==> src/rtl/c0_pkg.sv <==
`default_nettype none
// ============================================================================
//  Module      : c0_pkg
//  Description : Shared constants for the C0 datapath: ALU opcodes, flag bit
//                positions, register-write source encodings, reset values.
//  Revision    : 1.0 - initial release
// ============================================================================
package c0_pkg;

    // ALU opcodes (A op B)
    localparam logic [3:0] C_OP_AND  = 4'b0000;
    localparam logic [3:0] C_OP_OR   = 4'b0001;
    localparam logic [3:0] C_OP_XOR  = 4'b0010;
    localparam logic [3:0] C_OP_NOT  = 4'b0011;
    localparam logic [3:0] C_OP_SHL  = 4'b0100;
    localparam logic [3:0] C_OP_SHR  = 4'b0101;
    localparam logic [3:0] C_OP_PASB = 4'b0110;
    localparam logic [3:0] C_OP_PASA = 4'b0111;
    localparam logic [3:0] C_OP_SUB  = 4'b1000;
    localparam logic [3:0] C_OP_ADD  = 4'b1001;
    localparam logic [3:0] C_OP_INC  = 4'b1010;
    localparam logic [3:0] C_OP_DEC  = 4'b1011;
    localparam logic [3:0] C_OP_NEG  = 4'b1100;
    localparam logic [3:0] C_OP_ROL  = 4'b1101;
    localparam logic [3:0] C_OP_ROR  = 4'b1110;
    localparam logic [3:0] C_OP_SWAP = 4'b1111;

    // Flag bit positions inside FLAGS
    localparam int C_FLAG_Z  = 0;
    localparam int C_FLAG_C  = 1;
    localparam int C_FLAG_N  = 2;
    localparam int C_FLAG_V  = 3;
    localparam int C_FLAG_LT = 4;
    localparam int C_FLAG_P  = 5;

    // Register-write source select
    localparam logic [1:0] C_MS_ALU  = 2'b00;
    localparam logic [1:0] C_MS_AREG = 2'b01;
    localparam logic [1:0] C_MS_IMM  = 2'b10;
    localparam logic [1:0] C_MS_MEM  = 2'b11;

    // Upper two flag bits never change; reset image of the whole byte
    localparam logic [1:0] C_FLAGS_FIXED = 2'b01;
    localparam logic [5:0] C_FLAGS_RESET = 6'b000000;

    // 1 when the byte holds an even number of ones
    function automatic logic even_parity(input logic [7:0] v);
        return ~^v;
    endfunction

endpackage
`default_nettype wire

==> src/rtl/c0_if.sv <==
`default_nettype none
// ============================================================================
//  Module      : c0_if
//  Description : Decoded-control bundle from the decoder into the C0 core plus
//                the architectural state the core exposes for observation.
//  Revision    : 1.0 - initial release
// ============================================================================
interface c0_if;
    logic       mem_inst;
    logic       alu_inst;
    logic       jmp_inst;
    logic [1:0] ms;
    logic       irs;
    logic [2:0] rs;
    logic [2:0] ar;
    logic [2:0] bs;
    logic [3:0] op;
    logic [7:0] imm;
    logic [7:0] mem_data;

    logic [7:0] addr;
    logic [7:0] flags;
    logic [7:0] r0, r1, r2, r3, r4, r5, r6, r7;

    // Decoder side: drives controls, observes state
    modport master (
        output mem_inst, alu_inst, jmp_inst, ms, irs, rs, ar, bs, op, imm, mem_data,
        input  addr, flags, r0, r1, r2, r3, r4, r5, r6, r7
    );

    // Core side: consumes controls, presents state
    modport slave (
        input  mem_inst, alu_inst, jmp_inst, ms, irs, rs, ar, bs, op, imm, mem_data,
        output addr, flags, r0, r1, r2, r3, r4, r5, r6, r7
    );
endinterface
`default_nettype wire

==> src/rtl/c0_alu.sv <==
`default_nettype none
// ============================================================================
//  Module      : c0_alu
//  Description : Purely combinational 8-bit ALU producing a result and the six
//                live flag bits (Z, C, N, V, LT, P).
//  Revision    : 1.0 - initial release
// ============================================================================
module c0_alu
    import c0_pkg::*;
(
    input  wire logic [7:0] i_a,
    input  wire logic [7:0] i_b,
    input  wire logic [3:0] i_op,
    output logic      [7:0] o_result,
    output logic      [5:0] o_flags
);

    logic [7:0] w_res;
    logic [8:0] w_wide;
    logic       w_c;
    logic       w_v;

    // Result, carry/borrow and overflow per opcode; w_wide bit 8 is carry/borrow
    always_comb begin
        w_res  = '0;
        w_wide = '0;
        w_c    = 1'b0;
        w_v    = 1'b0;
        case (i_op)
            C_OP_AND:  w_res = i_a & i_b;
            C_OP_OR:   w_res = i_a | i_b;
            C_OP_XOR:  w_res = i_a ^ i_b;
            C_OP_NOT:  w_res = ~i_a;
            C_OP_SHL: begin
                w_res = {i_a[6:0], 1'b0};
                w_c   = i_a[7];
            end
            C_OP_SHR: begin
                w_res = {1'b0, i_a[7:1]};
                w_c   = i_a[0];
            end
            C_OP_PASB: w_res = i_b;
            C_OP_PASA: w_res = i_a;
            C_OP_SUB: begin
                w_wide = {1'b0, i_a} - {1'b0, i_b};
                w_res  = w_wide[7:0];
                w_c    = w_wide[8];
                w_v    = (i_a[7] ^ i_b[7]) & (w_wide[7] ^ i_a[7]);
            end
            C_OP_ADD: begin
                w_wide = {1'b0, i_a} + {1'b0, i_b};
                w_res  = w_wide[7:0];
                w_c    = w_wide[8];
                w_v    = ~(i_a[7] ^ i_b[7]) & (w_wide[7] ^ i_a[7]);
            end
            C_OP_INC: begin
                w_wide = {1'b0, i_a} + 9'd1;
                w_res  = w_wide[7:0];
                w_c    = w_wide[8];
                w_v    = ~i_a[7] & w_wide[7];
            end
            C_OP_DEC: begin
                w_wide = {1'b0, i_a} - 9'd1;
                w_res  = w_wide[7:0];
                w_c    = w_wide[8];
                w_v    = i_a[7] & ~w_wide[7];
            end
            C_OP_NEG: begin
                // Borrow whenever A is nonzero; only 0x80 overflows
                w_wide = 9'd0 - {1'b0, i_a};
                w_res  = w_wide[7:0];
                w_c    = w_wide[8];
                w_v    = i_a[7] & w_wide[7];
            end
            C_OP_ROL: begin
                w_res = {i_a[6:0], i_a[7]};
                w_c   = i_a[7];
            end
            C_OP_ROR: begin
                w_res = {i_a[0], i_a[7:1]};
                w_c   = i_a[0];
            end
            C_OP_SWAP: w_res = {i_a[3:0], i_a[7:4]};
            default:   w_res = '0;
        endcase
    end

    // Assemble the flag vector from the result and the comparison of A and B
    always_comb begin
        o_flags            = '0;
        o_flags[C_FLAG_Z]  = (w_res == 8'd0);
        o_flags[C_FLAG_C]  = w_c;
        o_flags[C_FLAG_N]  = w_res[7];
        o_flags[C_FLAG_V]  = w_v;
        o_flags[C_FLAG_LT] = (i_a < i_b);
        o_flags[C_FLAG_P]  = even_parity(w_res);
    end

    assign o_result = w_res;

endmodule
`default_nettype wire

==> src/rtl/c0_core.sv <==
`default_nettype none
// ============================================================================
//  Module      : c0_core
//  Description : C0 single-cycle datapath: 8x8 register bank, operand muxes,
//                ALU, flags register, conditional branch and instruction
//                pointer.
//  Revision    : 1.0 - initial release
// ============================================================================
module c0_core
    import c0_pkg::*;
(
    input  wire logic clk,
    input  wire logic rst,
    c0_if.slave       bus
);

    logic [7:0] r_regs [0:7];
    logic [7:0] r_addr;
    logic [5:0] r_flags;

    logic [7:0] w_areg;
    logic [7:0] w_breg;
    logic [7:0] w_alu_b;
    logic [7:0] w_alu_res;
    logic [5:0] w_alu_flags;
    logic [7:0] w_flags;
    logic [7:0] w_wdata;
    logic       w_wr_en;
    logic       w_taken;

    assign w_areg  = r_regs[bus.ar];
    assign w_breg  = r_regs[bus.bs];
    assign w_alu_b = bus.irs ? bus.imm : w_breg;
    assign w_flags = {C_FLAGS_FIXED, r_flags};
    assign w_wr_en = bus.mem_inst | bus.alu_inst;

    // Condition is tested against the flags held before this edge
    assign w_taken = bus.jmp_inst & (w_flags[bus.op[2:0]] == bus.op[3]);

    c0_alu u_alu (
        .i_a      (w_areg),
        .i_b      (w_alu_b),
        .i_op     (bus.op),
        .o_result (w_alu_res),
        .o_flags  (w_alu_flags)
    );

    // Register-write source selection
    always_comb begin
        w_wdata = w_alu_res;
        case (bus.ms)
            C_MS_ALU:  w_wdata = w_alu_res;
            C_MS_AREG: w_wdata = w_areg;
            C_MS_IMM:  w_wdata = bus.imm;
            C_MS_MEM:  w_wdata = bus.mem_data;
            default:   w_wdata = w_alu_res;
        endcase
    end

    // Register bank: one write port, cleared by reset
    always_ff @(posedge clk or posedge rst) begin
        if (rst) begin
            for (int i = 0; i < 8; i++) begin
                r_regs[i] <= '0;
            end
        end else if (w_wr_en) begin
            r_regs[bus.rs] <= w_wdata;
        end
    end

    // Flags load from the ALU on ALU instructions only
    always_ff @(posedge clk or posedge rst) begin
        if (rst) begin
            r_flags <= C_FLAGS_RESET;
        end else if (bus.alu_inst) begin
            r_flags <= w_alu_flags;
        end
    end

    // Instruction pointer: branch target or sequential, wrapping at 8 bits
    always_ff @(posedge clk or posedge rst) begin
        if (rst) begin
            r_addr <= '0;
        end else if (w_taken) begin
            r_addr <= bus.imm;
        end else begin
            r_addr <= r_addr + 8'd1;
        end
    end

    assign bus.addr  = r_addr;
    assign bus.flags = w_flags;
    assign bus.r0    = r_regs[0];
    assign bus.r1    = r_regs[1];
    assign bus.r2    = r_regs[2];
    assign bus.r3    = r_regs[3];
    assign bus.r4    = r_regs[4];
    assign bus.r5    = r_regs[5];
    assign bus.r6    = r_regs[6];
    assign bus.r7    = r_regs[7];

endmodule
`default_nettype wire

==> src/flat_wrapper.sv <==
// flat-port wrapper written by rule: the top's interface ports become plain ports
module c0_core_flat import c0_pkg::*;
  (clk, rst, bus_mem_inst, bus_alu_inst, bus_jmp_inst, bus_ms, bus_irs, bus_rs, bus_ar, bus_bs, bus_op, bus_imm, bus_mem_data, bus_addr, bus_flags, bus_r0, bus_r1, bus_r2, bus_r3, bus_r4, bus_r5, bus_r6, bus_r7);
  c0_if bus_i ();
  input  wire logic clk;
  input  wire logic rst;
  input wire logic [$bits(bus_i.mem_inst)-1:0] bus_mem_inst;
  input wire logic [$bits(bus_i.alu_inst)-1:0] bus_alu_inst;
  input wire logic [$bits(bus_i.jmp_inst)-1:0] bus_jmp_inst;
  input wire logic [$bits(bus_i.ms)-1:0] bus_ms;
  input wire logic [$bits(bus_i.irs)-1:0] bus_irs;
  input wire logic [$bits(bus_i.rs)-1:0] bus_rs;
  input wire logic [$bits(bus_i.ar)-1:0] bus_ar;
  input wire logic [$bits(bus_i.bs)-1:0] bus_bs;
  input wire logic [$bits(bus_i.op)-1:0] bus_op;
  input wire logic [$bits(bus_i.imm)-1:0] bus_imm;
  input wire logic [$bits(bus_i.mem_data)-1:0] bus_mem_data;
  output wire logic [$bits(bus_i.addr)-1:0] bus_addr;
  output wire logic [$bits(bus_i.flags)-1:0] bus_flags;
  output wire logic [$bits(bus_i.r0)-1:0] bus_r0;
  output wire logic [$bits(bus_i.r1)-1:0] bus_r1;
  output wire logic [$bits(bus_i.r2)-1:0] bus_r2;
  output wire logic [$bits(bus_i.r3)-1:0] bus_r3;
  output wire logic [$bits(bus_i.r4)-1:0] bus_r4;
  output wire logic [$bits(bus_i.r5)-1:0] bus_r5;
  output wire logic [$bits(bus_i.r6)-1:0] bus_r6;
  output wire logic [$bits(bus_i.r7)-1:0] bus_r7;
  assign bus_i.mem_inst = bus_mem_inst;
  assign bus_i.alu_inst = bus_alu_inst;
  assign bus_i.jmp_inst = bus_jmp_inst;
  assign bus_i.ms = bus_ms;
  assign bus_i.irs = bus_irs;
  assign bus_i.rs = bus_rs;
  assign bus_i.ar = bus_ar;
  assign bus_i.bs = bus_bs;
  assign bus_i.op = bus_op;
  assign bus_i.imm = bus_imm;
  assign bus_i.mem_data = bus_mem_data;
  assign bus_addr = bus_i.addr;
  assign bus_flags = bus_i.flags;
  assign bus_r0 = bus_i.r0;
  assign bus_r1 = bus_i.r1;
  assign bus_r2 = bus_i.r2;
  assign bus_r3 = bus_i.r3;
  assign bus_r4 = bus_i.r4;
  assign bus_r5 = bus_i.r5;
  assign bus_r6 = bus_i.r6;
  assign bus_r7 = bus_i.r7;
  c0_core u_core (.clk(clk), .rst(rst), .bus(bus_i));
endmodule
==> config.mk <==
export PLATFORM = sky130hd
export DESIGN_NAME = c0_core_flat
export DESIGN_NICKNAME = d
export VERILOG_FILES = /design/src/rtl/c0_pkg.sv /design/src/rtl/c0_if.sv /design/src/rtl/c0_alu.sv /design/src/rtl/c0_core.sv /design/src/flat_wrapper.sv
export SDC_FILE = /design/constraint.sdc
export NUM_CORES = 1
export LEC_CHECK = 0
export ABC_AREA = 1
export CORE_UTILIZATION = 45
export CTS_CLUSTER_DIAMETER = 120
export DETAILED_ROUTE_END_ITERATION = 12
export MAX_ROUTING_LAYER = met4
export PLACE_DENSITY = 0.72
export SYNTH_ARGS = -nofsm -noshare
export SYNTH_HDL_FRONTEND = slang
export SYNTH_HIERARCHICAL = 1
export SYNTH_SLANG_ARGS = --single-unit
==> constraint.sdc <==
create_clock -name clk -period 9.2 [get_ports clk]
set_clock_uncertainty 0.05 [all_clocks]
set_input_delay 1.38 -clock clk [delete_from_list [all_inputs] [get_ports clk]]
set_output_delay 1.38 -clock clk [all_outputs]
set_load 0.1 [all_outputs]
# [After elaboration in Yosys (flattened, before gate mapping)]
# Index checks and enable logic that the tools add are counted.
[totals] register_bits=78 out_inout_bits=80 input_bits=37 wordCells=85
[op_classes] mux=17 n_lt_le_gt_ge=6 n_bitwise=20 add_sub_neg=6 n_eq_ne=19 reduce_logical=7
[ops] op="$pmux 8 s16" count=1
[ops] op="$bwmux 64" count=1
[ops] op="$mux 8" count=7
[ops] op="$bmux 8 s3" count=2
[ops] op="$eq 4x4->1 const B" count=8
[ops] op="$pmux 8 s4" count=1
[ops] op="$demux 8 s3" count=1
[ops] op="$eq 4x3->1 const B" count=4
[ops] op="$ge 4x4->1 const B" count=3
[ops] op="$not 3->4" count=3
[ops] op="$add 8x1->9 const B" count=1
[ops] op="$add 8x8->9" count=1
[ops] op="$sub 1x8->9 const A" count=1
[ops] op="$sub 8x1->9 const B" count=1
[ops] op="$sub 8x8->9" count=1
[ops] op="$add 8x1->8 const B" count=1
[ops] op="$and 8x8->8" count=1
[ops] op="$eq 4x2->1 const B" count=2
[ops] op="$logic_not 8->1" count=1
[ops] op="$lt 8x8->1" count=1
[ops] op="$not 8->8" count=1
[ops] op="$or 8x8->8" count=1
[ops] op="$reduce_xnor 8->1" count=1
[ops] op="$xor 8x8->8" count=1
[ops] op="18 further kinds" count=29

# [Longest topological paths before layout]
# Gate-level depths: netlist (run 1).
[depth] ltp_word=9 ltp_mapped=27 mapped_depth_nobuf=23

# [Cells and area by module]
# The synthesis (run 1) kept the hierarchy.
[by_module_without_submodules] module="c0_core" instances=1 cells_each=756 area_each_um2=5138.7
[by_module_without_submodules] module="c0_alu" instances=1 cells_each=519 area_each_um2=2595.0

# [Worst setup path after synthesis (run 1)]
# No wires, ideal clock.
[synth_timing] kind="input port to flip-flop" from="in bus_ar[0]" to="reg u_core.r_flags[5]" slack_ns=4.788 required_time_ns=9.028 arrival_time_ns=4.240 setup_time_ns=0.122 cell_stages=23 path_cell_list="buf_4 > buf_4 > nand2_1 > nand3_1 > nand3_1 > and2_1 > buf_4 > clkinv_1 > ha_1 > buf_2 > nor2_1 > nand2_1 > nand3b_1 > nand2_1 > nand2_1 > nand3_1 > nand2_1 > nor3_1 > ha_1 > xnor2_1 > xnor2_1 > nand2_1 > nand2_1"
[synth_via] elab_chain_len=7 elab_cells_between_ends=15
[synth_rtl] item="start, declared" line="flat_wrapper.sv:13" source="input wire logic [$bits(bus_i.ar)-1:0] bus_ar;"
[synth_rtl] item="$not 3->4 (implied by the code) (*)" line="c0_core.sv:31" source="assign w_areg = r_regs[bus.ar];"
[synth_rtl] item="$bmux 8 s3 (*)" line="c0_core.sv:31"
[synth_rtl] item="$mux 8 (implied by the code) (*) (2 in a row)" line="c0_core.sv:31"
[synth_rtl] item="net u_core.w_areg[6]" line="c0_core.sv:21" source="logic [7:0] w_areg;"
[synth_rtl] item="$sub 1x8->9, or another cell as far along" line="c0_alu.sv:70" source="w_wide = 9'd0 - {1'b0, i_a};"
[synth_rtl] item="$pmux 8 s16 (*)" line="c0_alu.sv:29" source="case (i_op)"
[synth_rtl] item="$reduce_xnor 8->1 (*)" line="c0_pkg.sv:48" source="return ~^v;"
[synth_rtl] item="net u_core.w_alu_flags[5]" line="c0_core.sv:25" source="logic [5:0] w_alu_flags;"
[synth_rtl] item="end signal, assigned" line="c0_core.sv:76" source="r_flags <= w_alu_flags;"
[synth_rtl] item="end, declared" line="c0_core.sv:19" source="logic [5:0] r_flags;"
# The timed path passes the listed nets; every way through them passes the cells marked *. The select of a mux whose other input is x is not followed.
# A chain may end at the register's enable or synchronous reset.

# [Worst setup path in the final report (run 1)]
[layout_timing] from="in bus_ar[1]" to="reg u_core.r_flags[5]"
# Same word-level chain as after synthesis.

==> impl_metrics.csv, run 1 <==
group,metric,value,unit
clock_network,numCtsBuffers,9,
die,initial_core_util,46.31,%
routing,firstDrtPassIters,6,
setup_path,cp_max_fo,25,
setup_path,cp.required,9450,ps
logic_synthesis,synth-warning-count,6,
placed_design,dp.final_hpwl,23430,µm
clock_network,clock_path_buffers,2,
global_route,antenna_found_initial,0,
setup_path,cp-end-kind,"flip-flop",
clock_network,cts.hold.buffers_added,0,
sta,rsz0062_at_grt,"no",
die,io-pin-count,117,
logic_synthesis,synthAdderAreaFrac,5.857,%
logic_synthesis,synth_top_family_by_area,"simple AND/OR/NAND/NOR gates",
logic_synthesis,ys_seq_area_share,25.24,%
min_path,hp-start,"u_core/r_flags[2]",
clock_network,cts_tree,"done",
global_route,grtUsageTotal,36.08,%
sta,hold_viol_final,0,
die,design.die.area,17710,µm²
die,die-width,133.1,µm
finish,diodes,0,
clock_network,insertion_delay,360,ps
routing,drc,0,
power,finalPower,2.279,mW
finish,fillerInstances,1750,
power,ir_drop,0.2025,mV
min_path,holdPathEnd,"u_core/r_flags[2]",
logic_synthesis,synthDistinctLibCells,43,
global_route,grt_pass1_vias,8080,
logic_synthesis,synth_edf_count,0,
routing,drt-total-wl,30670,µm
global_route,grt_pass1_wl,47030,µm
logic_synthesis,syn_area_per_cell,6.066,µm²
sta,slew_viol_final,0,
logic_synthesis,synthFlopType,"dfrtp_1",
placed_design,place_congestion,1.004,
power,cellLeakagePower,4.645,nW
global_route,grt_overflow,0,
setup_path,cp-start-kind,"primary input",
sta,finalSetupViolCount,0,
logic_synthesis,synthMuxAreaShare,0,%
setup_path,r2r_start,"u_core/bus.r7[6]",
logic_synthesis,ys_async_sr_fraction,100.0,%
global_route,grt_max_degree,65,
logic_synthesis,syn_area,7734,µm²
clock_network,cts_max_level,3,
clock_network,clkSinkCount,78,
finish,regArea,1952,µm²
logic_synthesis,ys_seq_elements,78,
min_path,hold_path_class,"reg -> reg",
placed_design,port_buffers,114,
logic_synthesis,syn_inst,1275,
routing,viasPerCell,5.589,
setup_path,r2r-end,"u_core/r_flags[5]",
logic_synthesis,syn_nets,1347,
run,maxCapViolations,0,
sta,fmax,169.1,MHz
setup_path,crit_type,"in -> reg",
logic_synthesis,synth-xor-area-share,1.359,%
clock_network,path_clk_slew,70,ps
finish,multi_input_area,4872,µm²
finish,final_layout_size_suffix_gt1_share,5.568,%
die,num_rows,47,
setup_path,r2r_cells,21,
clock_network,post_cts_resized,0,
routing,wl_per_cell,19.35,µm
finish,syn_to_final_growth,19.07,%
setup_path,rrSetupSlack,4980,ps
routing,drt_iter0_drc,1013,
status,outcome,"finished, final reports clean",
logic_synthesis,synth_compound_area_share,7.766,%
routing,ant_nets,0,
sta,setup_tns,0,ps
power,power-per-cell-area,247.4,nW/µm²
die,core,16700,µm²
setup_path,arrival,6160,ps
sta,relSlewSlack,33.34,%
sta,worstMarginPinSlew,996.8,ps
logic_synthesis,yosys.area_share.simple,47.92,%
min_path,holdPathStages,2,
sta,timing.final.crit_share,64.27,%
finish,nNetsFinal,1432,
die,die_height,133.1,µm
sta,period_needed,5912,ps
clock_network,root_buffer,"clkbuf_16",
routing,num_vias,8858,
clock_network,post-cts-setup-buffer-count,0,
-- per-stage QoR --
stage / setup slack [ps] / utilization [%] / instance area (µm²) / hold WS, ps / cells
after global placement: 3011 / 53.31 / 8904 / 438.7 / 1569
final: 3288 / 55.14 / 9209 / 451.2 / 1585
after CTS: 3403 / 55.14 / 9209 / 461.9 / 1585
after global routing: 2939 / 55.14 / 9209 / 508.5 / 1585
after detailed placement: 3025 / 53.31 / 8904 / 444.4 / 1569
after floorplan: 4788 / - / 7734 / 934.0 / 1275
-- layer usage --
layer / GRT usage (%) / vias up / routed length [µm]
met5: - / - / 0
met4: 9.848 / 0 / 706
met3: 4.985 / 54 / 2918
met2: 53.87 / 513 / 13410
met1: 50.97 / 4105 / 13640
li1: - / 4186 / -
-- critical path: stages --
cell and delay, ps:
clkdlybuf4s50_1 890, clkinv_1 380, nand3_1 120, nand3_1 120, and2_1 550, clkinv_1 420
ha_1 580, inv_1 140, nand2_1 80, nand2_1 50, a21oi_1 200, nand2_1 140
nand2_1 80, nand3_1 80, nand2_1 130, nor3_1 50, ha_1 280, xnor2_1 200
xnor2_1 130, nand2_1 70, nand2_1 80
-- logic make-up (layout without fill, tap and decap cells) --
family          after synthesis  count (layout)
buf+inv                     212             302
fa+ha+maj                    35              35
other cells                   2               2
xor+xnor                     12              12
compound gates              103             103
simple gates                833             833
flops                        78              78
-- sequential cells by signal, indices dropped and copies added, names as in the netlist --
signal and count:
u_core/bus.r5 8, u_core/bus.r1 8, u_core/bus.r0 8, u_core/bus.r7 8, u_core/bus.addr 8, u_core/bus.r4 8
u_core/bus.r3 8, u_core/r_flags 6, u_core/bus.r2 8, u_core/bus.r6 8
-- how the worst max path moves through the flow --
stage	startpoint	to	slack, ps	depth (start not counted)
detailed placement	bus_ar[1]	u_core/r_flags[5]	3020	21
global route	bus_ar[1]	u_core/r_flags[5]	2940	19
global placement	bus_ar[1]	u_core/r_flags[5]	3010	21
floorplan	bus_ar[0]	u_core/r_flags[5]	4790	23
CTS	bus_ar[1]	u_core/r_flags[5]	3400	21
finish	bus_ar[1]	u_core/r_flags[5]	3290	21
-- synthesized netlist by cell type (14+ instances only) --
cell / number / area (µm²)
ha_1: 33 / 412.9
nor2_1: 105 / 394.1
inv_2: 14 / 52.55
buf_2: 16 / 80.08
nand2_1: 498 / 1869
dfrtp_1: 78 / 1952
a21oi_1: 28 / 140.1
nand4_1: 22 / 137.6
o21ai_0: 35 / 175.2
o211ai_1: 20 / 150.1
nand3_1: 154 / 770.7
inv_1: 148 / 555.5
-- cell usage in the layout, fill, tap and decap left out, types with 2 or more instances in the layout --
cell | netlist | final
conb_1 | 2 | 2
ha_1 | 33 | 33
inv_2 | 14 | 15
and2_1 | 8 | 8
nand3_1 | 154 | 154
clkinv_1 | 3 | 3
xor2_1 | 6 | 6
a21oi_1 | 28 | 28
o21ai_0 | 35 | 35
nor3_1 | 4 | 4
dfrtp_1 | 78 | 78
clkbuf_16 | 0 | 9
nand3b_1 | 5 | 5
inv_1 | 148 | 147
clkdlybuf4s50_1 | 0 | 113
xnor2_1 | 6 | 6
o21ai_1 | 10 | 10
nand4_1 | 22 | 22
inv_4 | 3 | 3
o211ai_1 | 20 | 20
nand3_2 | 10 | 10
nand3_4 | 8 | 8
nor2_1 | 105 | 105
o22ai_1 | 2 | 2
fa_1 | 2 | 2
o2111ai_1 | 3 | 3
or2_2 | 2 | 2
nor2_4 | 13 | 13
nand2_1 | 498 | 498
inv_6 | 0 | 2
buf_4 | 12 | 4
-- area by class of cell --
type,count,area share (%)
inverters,168,6.929
clock inverters,7,0.8696
well taps,220,2.989
multi-input cells,985,52.91
flip-flops and latches,78,21.20
clock buffers,9,2.446
repair buffers,118,12.66
-- power breakdown --
group / switching [mW] / internal (mW)
sequential: 0.0998 / 0.422
clock: 0.172 / 0.215
combinational: 1.04 / 0.328
(Power assumes the default switching activity.)
==> run 2, diff against run 1 <==
PLACE_DENSITY = 0.75   (was 0.72)
clock period = 5.05 ns   (was 9.2 ns; I/O delays follow)
==> run 2 against run 1 <==
  * Combinational power grew 87%
  * Non-clock buffer count is 26 higher
  * Power rose by 87%
  * First-iteration DRC count decreased by 2.2%
  * Register-to-register slack worse by 3800 ps
  * Via count up 0.44%
  * Critical path depth decreased by 1
  * Cell count increased by 1.6%
  * Critical path type unchanged
  * Largest cell class unchanged
  * Highest routed layer unchanged
==> impl_metrics.csv, run 2 (synthesized netlist as in run 1, its figures left out) <==
group,metric,value,unit
routing,routed.top_layer,"met4",
sta,setup_tns,0,ps
power,cellLeakagePower,4.798,nW
die,io-pin-count,117,
global_route,grt_pass1_vias,8056,
routing,viasPerCell,5.523,
power,finalPower,4.255,mW
sta,fin_ws,459.5,ps
run,maxCapViolations,0,
finish,syn_to_final_growth,22.33,%
sta,worstMarginPinSlew,993.4,ps
setup_path,crit_buf_inv,2,
placed_design,placed_cell_area,9124,µm²
die,num_rows,47,
setup_path,cp-start-kind,"primary input",
setup_path,crit_type,"in -> reg",
setup_path,critPathMaxStageDelay,730,ps
finish,regArea,1952,µm²
setup_path,critPathSlowestCell,"clkdlybuf4s50_1",
clock_network,path_clk_slew,70,ps
global_route,grtUsageTotal,35.78,%
sta,relSlewSlack,33.57,%
finish,most-common-layout-cells,"498 x nand2_1, 154 x nand3_1, 147 x inv_1",
routing,drt-total-wl,30110,µm
global_route,grt_max_degree,53,
clock_network,post_cts_resized,0,
clock_network,clock_path_buffers,2,
setup_path,critPathMostFrequentCell,"nand2_1",
placed_design,dp.final_hpwl,23310,µm
clock_network,clkSinkCount,78,
sta,hold_viol_final,0,
power,power-per-cell-area,449.7,nW/µm²
setup_path,cp.required,5290,ps
placed_design,port_buffers,114,
power,ir_drop,0.4753,mV
global_route,grt_overflow,0,
routing,wl_met3,3303,µm
status,outcome,"finished, final reports clean",
die,initial_core_util,46.31,%
global_route,antenna_found_initial,0,
setup_path,cp_max_fo,16,
clock_network,cts_max_level,3,
clock_network,cts_tree,"done",
sta,finalSetupViolCount,0,
die,die_height,133.1,µm
die,design.die.area,17710,µm²
die,core,16700,µm²
routing,firstDrtPassIters,5,
routing,wl_met1,13470,µm
setup_path,crit_chain,"clkdlybuf4s50_1, buf_4, nand2_1, nand3_1, nand3_1, and2_1, ha_1, fa_1, nand3_1, nand3_1, nand2_1, nand2_1, o21ai_0, nand3b_1, nand2_1, ha_1, xnor2_1, xnor2_1, nand2_1, nand2_1",
sta,fmax,217.8,MHz
finish,final_layout_size_suffix_gt1_share,7.333,%
placed_design,place_congestion,1.041,
finish,design_area,9460,µm²
routing,wl_per_cell,18.69,µm
routing,drc,0,
routing,num_vias,8897,
global_route,grt_pass1_wl,46460,µm
sta,timing.final.crit_share,90.90,%
clock_network,numCtsBuffers,9,
finish,diodes,0,
finish,final_common_cell,"nand2_1",
setup_path,cp-end-kind,"flip-flop",
finish,fillerInstances,1696,
placed_design,place_ws,177.3,ps
min_path,hold_path_class,"reg -> reg",
sta,slew_viol_final,0,
setup_path,arrival,4830,ps
finish,nNetsFinal,1458,
clock_network,insertion_delay,360,ps
routing,ant_nets,0,
routing,wl_met2,12710,µm
setup_path,critPathTopFamily,"simple AND/OR/NAND/NOR gates",
sta,period_needed,4591,ps
die,die-width,133.1,µm
clock_network,post-cts-setup-buffer-count,0,
finish,utilization,56.65,%
routing,drt_iter0_drc,991,
sta,rsz0062_at_grt,"no",
clock_network,root_buffer,"clkbuf_16",
clock_network,cts.hold.buffers_added,0,
finish,multi_input_area,4872,µm²
## run 2: changes by cell type in the layout (fill, tap and decap cells not counted), sizes merged
cell      change
inv           +1
bufinv        +1
clkinv        -1
buf          +26
clkinvlp      -1
## run 2: layer usage
metal | up-vias | global-route usage (%)
li1 | 4246 | -
met1 | 4084 | 51.00
met2 | 524 | 51.43
met3 | 43 | 7.420
met4 | 0 | 8.902
met5 | - | -
## run 2: stage by stage
| step | hold WS (ps) | cells |
|---|---|---|
| final | 473.8 | 1611 |
| after global routing | 505.8 | 1611 |
| after CTS | 469.7 | 1611 |
| after detailed placement | 450.6 | 1595 |
| after global placement | 443.1 | 1595 |
| after floorplan | 861.8 | 1275 |
## run 2: area by class of cell
class / count / area share [%]
tap: 220 / 2.910
clock inverter: 7 / 1.177
multi-input combinational: 985 / 51.50
clock buffer: 9 / 2.381
inverter: 168 / 6.745
timing repair buffer: 144 / 14.65
sequential: 78 / 20.63
## run 2: worst paths after layout
kind	to	slack (ps)	from	depth (start not counted)
worst max-delay path	u_core/r_flags[5]	460	bus_ar[0]	20
worst min-delay path	u_core/bus.r5[0]	470	u_core/bus.r5[0]	2
worst max register to register	u_core/r_flags[5]	1220	u_core/bus.r5[4]	21
worst min register to register	u_core/bus.r5[0]	470	u_core/bus.r5[0]	2
max in group asynchronous	u_core/bus.r5[4]	3110	rst	3
min in group asynchronous	u_core/bus.addr[7]	800	rst	2
## run 2: where the power goes
| part | switching (mW) | internal [mW] |
|---|---|---|
| clock | 0.303 | 0.446 |
| combinational | 1.92 | 0.635 |
| sequential | 0.178 | 0.769 |
| total | 2.40 | 1.85 |
## run 2: worst min-delay path, stage by stage, from the launching register on
cell     delay [ps]
dfrtp_1         380
nand2_1          60
nand2_1          60
